<file path="src/rtl/spi_pkg.sv">
`default_nettype none
// ============================================================================
// Module      : spi_pkg
// Description : Shared types and constants for the SPI serial-clock generator.
// Revision    : 1.0 - initial release
// ============================================================================
package spi_pkg;

  localparam int c_def_div_w = 8;
  localparam int c_def_cnt_w = 6;

  typedef enum logic [1:0] {
    ST_IDLE = 2'd0,
    ST_RUN  = 2'd1,
    ST_HOLD = 2'd2
  } state_t;

  // SPI modes encoded as {cpol, cpha}
  localparam logic [1:0] c_mode0 = 2'b00;
  localparam logic [1:0] c_mode1 = 2'b01;
  localparam logic [1:0] c_mode2 = 2'b10;
  localparam logic [1:0] c_mode3 = 2'b11;

endpackage
`default_nettype wire

</file>
<file path="src/rtl/spi_half_div.sv">
`default_nettype none
// ============================================================================
// Module      : spi_half_div
// Description : Half-period counter; terminal count when the count equals limit.
// Revision    : 1.0 - initial release
// ============================================================================
module spi_half_div #(
  parameter int DIV_W = 8
) (
  input  logic             clk_i,
  input  logic             reset_i,
  input  logic             clear_i,
  input  logic [DIV_W-1:0] limit_i,
  output logic             tc_o
);

  logic [DIV_W-1:0] r_cnt;

  assign tc_o = (r_cnt == limit_i);

  // Wraps to zero on terminal count so back-to-back periods need no clear.
  always_ff @(posedge clk_i or posedge reset_i) begin
    if (reset_i) begin
      r_cnt <= '0;
    end else if (clear_i || tc_o) begin
      r_cnt <= '0;
    end else begin
      r_cnt <= r_cnt + DIV_W'(1);
    end
  end

endmodule
`default_nettype wire

</file>
<file path="src/rtl/spi_sclk_gen.sv">
`default_nettype none
// ============================================================================
// Module      : spi_sclk_gen
// Description : Registered SPI SCLK generator with CPOL/CPHA, strobes, CS hold.
// Revision    : 1.0 - initial release
// ============================================================================
module spi_sclk_gen
  import spi_pkg::*;
#(
  parameter int DIV_W = c_def_div_w,
  parameter int CNT_W = c_def_cnt_w
) (
  input  logic             clk_i,
  input  logic             reset_i,
  input  logic             start_i,
  input  logic             abort_i,
  input  logic             cpol_i,
  input  logic             cpha_i,
  input  logic [DIV_W-1:0] clk_div_i,
  input  logic [CNT_W-1:0] nbits_i,
  output logic             sclk_o,
  output logic             sample_o,
  output logic             shift_o,
  output logic             busy_o,
  output logic             done_o
);

  localparam int c_ec_w = CNT_W + 1;

  state_t            r_state;
  logic              r_cpol;
  logic              r_cpha;
  logic [DIV_W-1:0]  r_div;
  logic [CNT_W-1:0]  r_nbits;
  logic [c_ec_w-1:0] r_ec;
  logic              r_sclk;
  logic              r_sample;
  logic              r_shift;
  logic              r_busy;
  logic              r_done;

  logic              w_tc;
  logic              w_clear;
  logic              w_lead;
  logic              w_last;
  logic [c_ec_w-1:0] w_ec_next;

  assign w_clear   = (r_state == ST_IDLE) || abort_i;
  assign w_ec_next = r_ec + c_ec_w'(1);
  assign w_lead    = w_ec_next[0];
  assign w_last    = (w_ec_next == {r_nbits, 1'b0});

  spi_half_div #(
    .DIV_W (DIV_W)
  ) u_half_div (
    .clk_i   (clk_i),
    .reset_i (reset_i),
    .clear_i (w_clear),
    .limit_i (r_div),
    .tc_o    (w_tc)
  );

  always_ff @(posedge clk_i or posedge reset_i) begin
    if (reset_i) begin
      r_state  <= ST_IDLE;
      r_cpol   <= 1'b0;
      r_cpha   <= 1'b0;
      r_div    <= '0;
      r_nbits  <= '0;
      r_ec     <= '0;
      r_sclk   <= 1'b0;
      r_sample <= 1'b0;
      r_shift  <= 1'b0;
      r_busy   <= 1'b0;
      r_done   <= 1'b0;
    end else begin
      r_sample <= 1'b0;
      r_shift  <= 1'b0;
      r_done   <= 1'b0;
      case (r_state)
        ST_IDLE: begin
          r_sclk <= cpol_i;
          if (start_i && !abort_i) begin
            r_cpol  <= cpol_i;
            r_cpha  <= cpha_i;
            r_div   <= clk_div_i;
            r_nbits <= nbits_i;
            r_ec    <= '0;
            r_busy  <= 1'b1;
            r_state <= (nbits_i == '0) ? ST_HOLD : ST_RUN;
          end
        end
        ST_RUN: begin
          if (abort_i) begin
            r_state <= ST_IDLE;
            r_busy  <= 1'b0;
            r_sclk  <= r_cpol;
          end else if (w_tc) begin
            r_sclk <= ~r_sclk;
            r_ec   <= w_ec_next;
            // The first MOSI bit is pre-driven in CPHA=0, so the final trailing edge shifts nothing.
            if (r_cpha) begin
              r_shift  <= w_lead;
              r_sample <= !w_lead;
            end else begin
              r_sample <= w_lead;
              r_shift  <= !w_lead && !w_last;
            end
            if (w_last) begin
              r_state <= ST_HOLD;
            end
          end
        end
        ST_HOLD: begin
          if (abort_i) begin
            r_state <= ST_IDLE;
            r_busy  <= 1'b0;
            r_sclk  <= r_cpol;
          end else if (w_tc) begin
            r_done  <= 1'b1;
            r_busy  <= 1'b0;
            r_state <= ST_IDLE;
          end
        end
        default: begin
          r_state <= ST_IDLE;
          r_busy  <= 1'b0;
        end
      endcase
    end
  end

  assign sclk_o   = r_sclk;
  assign sample_o = r_sample;
  assign shift_o  = r_shift;
  assign busy_o   = r_busy;
  assign done_o   = r_done;

endmodule
`default_nettype wire

</file>
<file path="config.mk">
export PLATFORM = sky130hd
export DESIGN_NAME = spi_sclk_gen
export DESIGN_NICKNAME = d
export VERILOG_FILES = /design/src/rtl/spi_pkg.sv /design/src/rtl/spi_half_div.sv /design/src/rtl/spi_sclk_gen.sv
export SDC_FILE = /design/constraint.sdc
export NUM_CORES = 1
export LEC_CHECK = 0
export CELL_PAD_IN_SITES_DETAIL_PLACEMENT = 0
export CELL_PAD_IN_SITES_GLOBAL_PLACEMENT = 1
export CORE_UTILIZATION = 30
export DETAILED_ROUTE_END_ITERATION = 16
export GPL_ROUTABILITY_DRIVEN = 0
export PLACE_DENSITY_LB_ADDON = 0.1
export SYNTH_ARGS = -nofsm -noshare
export SYNTH_HDL_FRONTEND = slang
export SYNTH_SLANG_ARGS = --single-unit
</file>
<file path="constraint.sdc">
create_clock -name clk_i -period 3.18 [get_ports clk_i]
set_clock_uncertainty 0.05 [all_clocks]
set_input_delay 0.636 -clock clk_i [delete_from_list [all_inputs] [get_ports clk_i]]
set_output_delay 0.636 -clock clk_i [all_outputs]
set_load 0.02 [all_outputs]
</file>
---- Word level (Yosys, flattened, before mapping) ----
Index checks and enable logic that the tools add are counted.
Widths: inputs -> output; s select.
word-level totals
  word-level logic and storage cells ...... 76
  bits of input ports ..................... 20
  bits in registers ....................... 38
  output and inout port bits .............. 5
cells by class
  reduce and logical (&&, ||, !) cells .... 16
  bitwise gates (word level) .............. 1
  add/subtract/negate cells ............... 2
  multiplexer cells ....................... 33
  equal/unequal tests ..................... 12
operator list
  kind                 count
  $mux 7               3
  $mux 1               18
  $mux 2               7
  $pmux 7 s2           1
  $add 8x1->8 const B  1
  $eq 8x8->1           1
  $mux 8               1
  $reduce_and 4->1     2
  $add 7x1->7 const B  1
  $eq 7x7->1           1
  $logic_not 6->1      1
  $ne 2x2->1 const B   3
  $ne 3x2->1 const B   2
  $pmux 1 s3           2
  $pmux 2 s3           1
  $reduce_and 3->1     2
  $ne 2x1->1 const B   2
  $logic_not 1->1      3
  $ne 3x3->1 const B   1
  $reduce_bool 3->1    1
  $eq 2x1->1 const B   1
  $eq 2x2->1 const B   1
  $logic_and 1x1->1    2
  $logic_not 2->1      1
  4 further kinds      5

---- Longest topological paths before layout ----
Gate-level depths: netlist (run 1).
  word-level depth ........................ 8
  mapped depth ............................ 8
  mapped depth without buffers ............ 7

---- By module ----
From an unflattened synthesis (run 1), not the netlist that was laid out.
second synthesis, totals
  cell total of the unflattened synthesis .. 194
  area, all modules ....................... 2,185.8 µm²
by module, submodules not included
  module        cells each  times used  area an instance (µm²)  seq. area each (µm²)
  spi_sclk_gen  147         1           1,674.1                 750.7
  spi_half_div  47          1           511.7                   200.2

---- Least setup slack after synthesis (run 1) ----
OpenSTA, ideal clock, no wires.
  path type ............................... reg-to-reg
  start ................................... register r_ec[0]
  end ..................................... register r_state[1]
  data required time ...................... 3.036 ns
  setup time .............................. 0.094 ns
  arrival ................................. 1.864 ns
  setup slack ............................. 1.172 ns
  buffers on the path ..................... 0
  cell stages (with the launch flop) ...... 8
  period minus slack after synthesis ...... 2.008 ns
  cell sequence ........................... dfrtp_1 -> ha_1 -> or3b_1 -> a21oi_1 -> a311oi_1 -> o41ai_2 -> o21ai_2 -> a221oi_2
between the ends
  cells in the longest elaborated chain, start to end .. 4
ends and longest elaborated chain
  element                            RTL line             text
  from (decl)                        spi_sclk_gen.sv:35   logic [c_ec_w-1:0] r_ec;
  from (signal assigned)             spi_sclk_gen.sv:100  r_ec <= w_ec_next;
  $add 7x1->7                        spi_sclk_gen.sv:49   assign w_ec_next = r_ec + c_ec_w'(1);
  $eq 7x7->1                         spi_sclk_gen.sv:51   assign w_last = (w_ec_next == {r_nbits, 1'b0});
  $ne 3x3->1 (no source line)        n/a
  $reduce_and 4->1 (no source line)  n/a
  to (signal assigned)               spi_sclk_gen.sv:90   r_state <= (nbits_i == '0) ? ST_HOLD : ST_RUN;
  to (decl)                          spi_sclk_gen.sv:30   state_t r_state;
Every way passes these cells.
A chain may end at the register's enable or synchronous reset.

---- Final worst setup path (run 1) ----
Same ends and word-level chain as after synthesis.

==> results.py, run 1 <==
metrics = {
    "clocking": {
        "cts_tree": "built",
        "cts_root_buffer": "clkbuf_8",
        "cts.clk_slew.worst_paths_ns": 0.08,
        "ctsHoldBuffers": 0,
        "cts.sinks": 38,
        "clkLatencyLatePin_ns": 0.29,
        "h-tree-depth": 2,
        "cts_resized": 0,
        "numCtsBuffers": 5,
        "post-cts-setup-buffers": 0,
        "cts.path.max_buffers": 2,
    },
    "global_route": {
        "grt_max_degree": 39,
        "grt_pass1_wl_mm": 7.67,
        "grt_usage_pct": 13.9,
        "antenna_found_initial": 0,
        "grt.overflow.total": 0,
        "grt_pass1_vias": 1565,
    },
    "sta": {
        "finalHoldViolCount": 0,
        "maxSlewHeadroom_pct": 52.0,
        "period_minus_slack_ns": 2.28,
        "holdWs_ns": 0.471,
        "period_share_pct": 71.6,
        "final_max_slew_viol_count": 0,
        "fin_setup_tns_ns": 0,
        "worst_pin_slew_ns": 0.718,
        "setup_viol": 0,
        "grt_setup_unrepaired": "false",
        "maxClockFrequency_ghz": 0.439,
    },
    "detailed_routing": {
        "dr.pass1.iters": 4,
        "dr_wl_met2_mm": 2.39,
        "routed.top_layer": "met4",
        "met3WireLength_um": 135,
        "routedWlPerCell_um": 15.3,
        "vias": 1521,
        "drt-initial-drc-count": 38,
        "routed_wl_mm": 4.59,
        "antenna_left": 0,
        "drc": 0,
        "wirelength_met1_mm": 2.01,
        "via_per_inst": 5.05,
    },
    "final_layout": {
        "drive_gt1_share_pct": 13.8,
        "most-common-layout-cells": "38 x dfrtp_1, 24 x clkdlybuf4s50_1, 17 x nand2_1, 17 x mux2_2, 15 x xnor2_1",
        "nNetsFinal": 250,
        "layout_commonest_cell": "dfrtp_1",
        "area_growth_pct": 20.9,
        "diodes": 0,
    },
    "critical_path": {
        "path_class": "flip-flop to flip-flop",
        "critPathSlowestCell": "o41ai_2",
        "arrival_ns": 2.43,
        "path_cells": "ha_1 -> or3b_1 -> a21oi_1 -> a311oi_1 -> o41ai_2 -> o21ai_2 -> a221oi_2",
        "critPathTopFamily": "compound AO/OA/AOI/OAI gates",
        "cp.required_ns": 3.33,
        "end_kind": "flip-flop",
        "critPathLaunchType": "flip-flop",
        "crit_fanout": 6,
        "slowest_delay_ns": 0.49,
        "cp.buffers_inverters": 0,
    },
    "yosys": {
        "yosys.cell_types.count": 35,
        "syn_avg_cell_area_um2": 10.5,
        "synth_top_area_share_pct": 46.2,
        "syn-cell-area_mm2": 0.00206,
        "synth_edf_count": 0,
        "synth_seq_cells": 38,
        "yosys_warnings": 0,
        "synth_ff_type": "dfrtp_1",
        "synthesis.nets": 222,
        "yosys.area.top_type": "dfrtp_1",
        "synth_area_leaders": "dfrtp_1 46%, mux2_2 9.3%, xnor2_1 6.4%",
        "syn_inst": 196,
        "yosysSeqAreaShare_pct": 46.2,
        "async_reset_ff_share_pct": 100,
    },
    "floorplan": {
        "num_io_pins": 25,
        "row_count": 29,
        "fp.dieH_um": 84.8,
        "die_w_um": 84.8,
        "dieArea_mm2": 0.00719,
        "start_util_pct": 31.7,
        "core_area_mm2": 0.00649,
    },
    "run_status": {
        "status": "finished clean",
    },
    "job": {
        "maxCapViolCount": 0,
    },
    "power": {
        "power_density_mw_per_mm2": 762,
        "vdd_drop_max_uv": 373,
        "leakage_uw": 0.00106,
    },
    "worst_hold_path": {
        "holdCritPathClass": "flip-flop to flip-flop",
    },
    "placement": {
        "numPortBuffers": 24,
        "place_hpwl_mm": 3.44,
    },
}
==> per-layer routing <==
metal,vias up,global-route usage (%)
met4,0,4.62
met3,7,3.15
met1,739,16.3
met2,28,24.9
met5,-,0
li1,747,-
==> flip-flops by register name, indices dropped and copies added (netlist names), 2 cells and up <==
register          cells
r_ec                  7
u_half_div.r_cnt      8
r_state               2
r_nbits               6
r_div                 8
==> Yosys cell counts, drive strengths merged, types with 3 or more instances <==
| master | n |
|---|---|
| and3 | 7 |
| mux2i | 4 |
| clkbuf | 3 |
| nor2 | 12 |
| o21ai | 13 |
| ha | 6 |
| nand3 | 8 |
| nand4 | 3 |
| nand2 | 17 |
| inv | 7 |
| xnor2 | 15 |
| dfrtp | 38 |
| mux2 | 17 |
| xor2 | 8 |
| nor3 | 9 |
| o211ai | 3 |
| a21oi | 5 |
==> cells by family (layout without fill, tap and decap cells) <==
logic type	Yosys count	in the layout	share of synthesized area, %
adders and majority gates	6	6	3.65
AOI/OAI and AO/OA	31	31	10.5
DFF	38	38	46.2
buffers and inverters	12	40	2.98
muxes	21	21	11.3
xor gates and xnor gates	23	23	9.79
and+or+nand+nor	65	65	15.6
==> metrics by stage <==
| stage | cell area (um^2) | power [uW] | util, % | setup slack, ns | cells |
|---|---|---|---|---|---|
| after floorplan | 2060 | 1300 | - | 1.17 | 196 |
| after CTS | 2490 | 1920 | 38.3 | 0.858 | 301 |
| after global placement | 2370 | 1470 | 36.5 | 0.766 | 294 |
| after global routing | 2490 | 2030 | 38.3 | 0.711 | 301 |
| final | 2490 | 1900 | 38.3 | 0.902 | 301 |
| after detailed placement | 2370 | 1490 | 36.5 | 0.686 | 294 |
==> power breakdown <==
group          internal, uW  switching [uW]
combinational           346             346
clock                   251             177
sequential              635             140
total                  1230             663
==> area by class of cell <==
type / count / area [um^2]
clock buffers: 6 / 82.6
multi-input cells: 146 / 1040
well taps: 77 / 96.3
flip-flops and latches: 38 / 951
fillers: 626 / 4010
inverters: 7 / 26.3
clock inverters: 1 / 30.0
repair buffers: 26 / 255
==> path summary, 6_finish.rpt <==
kind	startpoint	to	slack, ns	cells after the start
max	r_ec[0]	r_state[1]	0.90	7
min	busy_o	busy_o	0.47	1
min reg2reg	busy_o	busy_o	0.47	1
min in group asynchronous	reset_i	r_nbits[0]	0.71	3
max in group asynchronous	reset_i	r_ec[5]	2.03	3
max reg2reg	r_ec[0]	r_state[1]	0.90	7
Note: power is estimated with default switching activity, not from simulation.
==> inputs of run 2 (changes only) <==
Clock period 3.18 ns to 2.1 ns, I/O delays scaled along.
==> run 2 against run 1 <==
- final cell count increased by 3.7%
- global-route usage is 0.48 points higher
- die area stayed put
- critical endpoint unchanged
- largest cell class unchanged
- highest routed layer unchanged
==> results.py, run 2 (synthesized netlist as in run 1, its figures left out) <==
metrics = {
    "power": {
        "vdd_drop_max_uv": 322,
        "power.switching_uw": 1020,
        "swShare_pct": 36.3,
        "p_total_uw": 2820,
        "power_frac_seq_pct": 41.4,
        "leakage_uw": 0.00110,
        "pwr-share-comb_pct": 41.2,
        "clockPowerShare_pct": 17.4,
        "power_density_mw_per_mm2": 1090,
        "p_int_uw": 1790,
    },
    "global_route": {
        "grt_pass1_wl_mm": 7.94,
        "grt_pass1_vias": 1621,
        "grt.overflow.total": 0,
        "antenna_found_initial": 0,
        "grt_usage_pct": 14.4,
        "grt_max_degree": 39,
    },
    "sta": {
        "grt_setup_unrepaired": "true",
        "fin_setup_tns_ns": 0,
        "period_share_pct": 99.5,
        "final_max_slew_viol_count": 0,
        "maxClockFrequency_ghz": 0.478,
        "setup_viol": 0,
        "maxSlewHeadroom_pct": 66.8,
        "worst_pin_slew_ns": 0.498,
        "finalHoldViolCount": 0,
        "period_minus_slack_ns": 2.09,
    },
    "floorplan": {
        "row_count": 29,
        "core_area_mm2": 0.00649,
        "dieArea_mm2": 0.00719,
        "die_w_um": 84.8,
        "num_io_pins": 25,
        "fp.dieH_um": 84.8,
        "start_util_pct": 31.7,
    },
    "final_layout": {
        "layout_commonest_cell": "dfrtp_1",
        "diodes": 0,
        "multi_input_area_mm2": 0.00108,
        "fin_util_pct": 39.8,
        "fill_cells": 622,
        "drive_gt1_share_pct": 19.6,
        "area_growth_pct": 25.7,
        "regArea_um2": 951,
        "nNetsFinal": 261,
        "most-common-layout-cells": "38 x dfrtp_1, 24 x clkdlybuf4s50_1, 17 x nand2_1, 17 x mux2_2, 14 x xnor2_1",
        "reg_top3": "r_div (8), u_half_div.r_cnt (8), r_ec (7)",
    },
    "clocking": {
        "cts.clk_slew.worst_paths_ns": 0.08,
        "cts_tree": "built",
        "clkLatencyLatePin_ns": 0.29,
        "cts.path.max_buffers": 2,
        "cts.sinks": 38,
        "cts_root_buffer": "clkbuf_8",
        "numCtsBuffers": 5,
        "h-tree-depth": 2,
    },
    "worst_hold_path": {
        "holdCritPathClass": "flip-flop to flip-flop",
    },
    "detailed_routing": {
        "dr.pass1.iters": 4,
        "routedWlPerCell_um": 14.6,
        "antenna_left": 0,
        "drt-initial-drc-count": 74,
        "via_per_inst": 4.96,
        "vias": 1546,
        "drc": 0,
        "routed_wl_mm": 4.55,
    },
    "critical_path": {
        "slowest_delay_ns": 0.45,
        "cp.required_ns": 2.26,
        "critPathTopFamily": "compound AO/OA/AOI/OAI gates",
        "arrival_ns": 2.25,
        "cp.buffers_inverters": 0,
        "path_cells": "ha_4 -> or3b_1 -> a21oi_2 -> a311oi_2 -> o41ai_2 -> o21ai_2 -> a221oi_2",
        "critPathLaunchType": "flip-flop",
        "crit_fanout": 6,
        "end_kind": "flip-flop",
        "path_class": "flip-flop to flip-flop",
        "critPathSlowestCell": "o41ai_2",
    },
    "placement": {
        "place_hpwl_mm": 3.37,
        "numPortBuffers": 24,
    },
    "job": {
        "maxCapViolCount": 0,
    },
    "run_status": {
        "status": "finished clean",
    },
}
-- run 2: path summary, 6_finish.rpt --
| kind | start | to | slack, ns | cells past startpoint |
|---|---|---|---|---|
| min in group asynchronous | reset_i | r_div[1] | 0.50 | 3 |
| max in group asynchronous | reset_i | r_cpol | 1.15 | 3 |
| min reg2reg | busy_o | busy_o | 0.48 | 1 |
| min | busy_o | busy_o | 0.48 | 1 |
| max reg2reg | r_ec[0] | r_state[1] | 0.009 | 7 |
| max | r_ec[0] | r_state[1] | 0.009 | 7 |
-- run 2: area by class of cell --
type                    instances  share of cell area, %
well taps                      77                   3.73
repair buffers                 37                   13.5
clock inverters                 1                  0.290
multi-input cells             146                   41.8
clock buffers                   6                   2.81
inverters                       7                   1.02
flip-flops and latches         38                   36.8
-- run 2: power by group through the flow --
stage                     Combinational [uW]  Sequential (uW)  Clock, uW
after floorplan                          834             1140          0
after global placement                  1100             1170          0
after detailed placement                1120             1180          0
after CTS                               1130             1170        513
after global routing                    1290             1200        555
final                                   1160             1160        490
-- run 2: metal layers --
metal | GRT usage [%] | up-vias | wire (um)
met5 | 0 | - | 0
met4 | 5.24 | 0 | 82
met3 | 3.34 | 8 | 166
met2 | 23.7 | 34 | 2190
met1 | 18.4 | 738 | 2110
li1 | - | 766 | -
-- run 2: stage by stage --
step / instance area [um^2] / cells / setup slack [ns] / hold slack, ns
2_1_floorplan: 2060 / 196 / 0.0919 / 0.447
3_3_place_gp: 2430 / 300 / 0.0607 / 0.449
3_5_place_dp: 2430 / 300 / -0.0491 / 0.467
4_1_cts: 2560 / 311 / 0.0195 / 0.483
5_1_grt: 2590 / 312 / -0.0994 / 0.495
6_report: 2590 / 312 / 0.00946 / 0.477
-- run 2: timing repair --
item / CTS / global route
endpoints found under the hold margin: 0 / 0
resized for setup: 4 / 4
pin swaps: 4 / 6
setup endpoints to repair: 2 / 3
buffers inserted: 4 / 1
hold buffers: 0 / 0
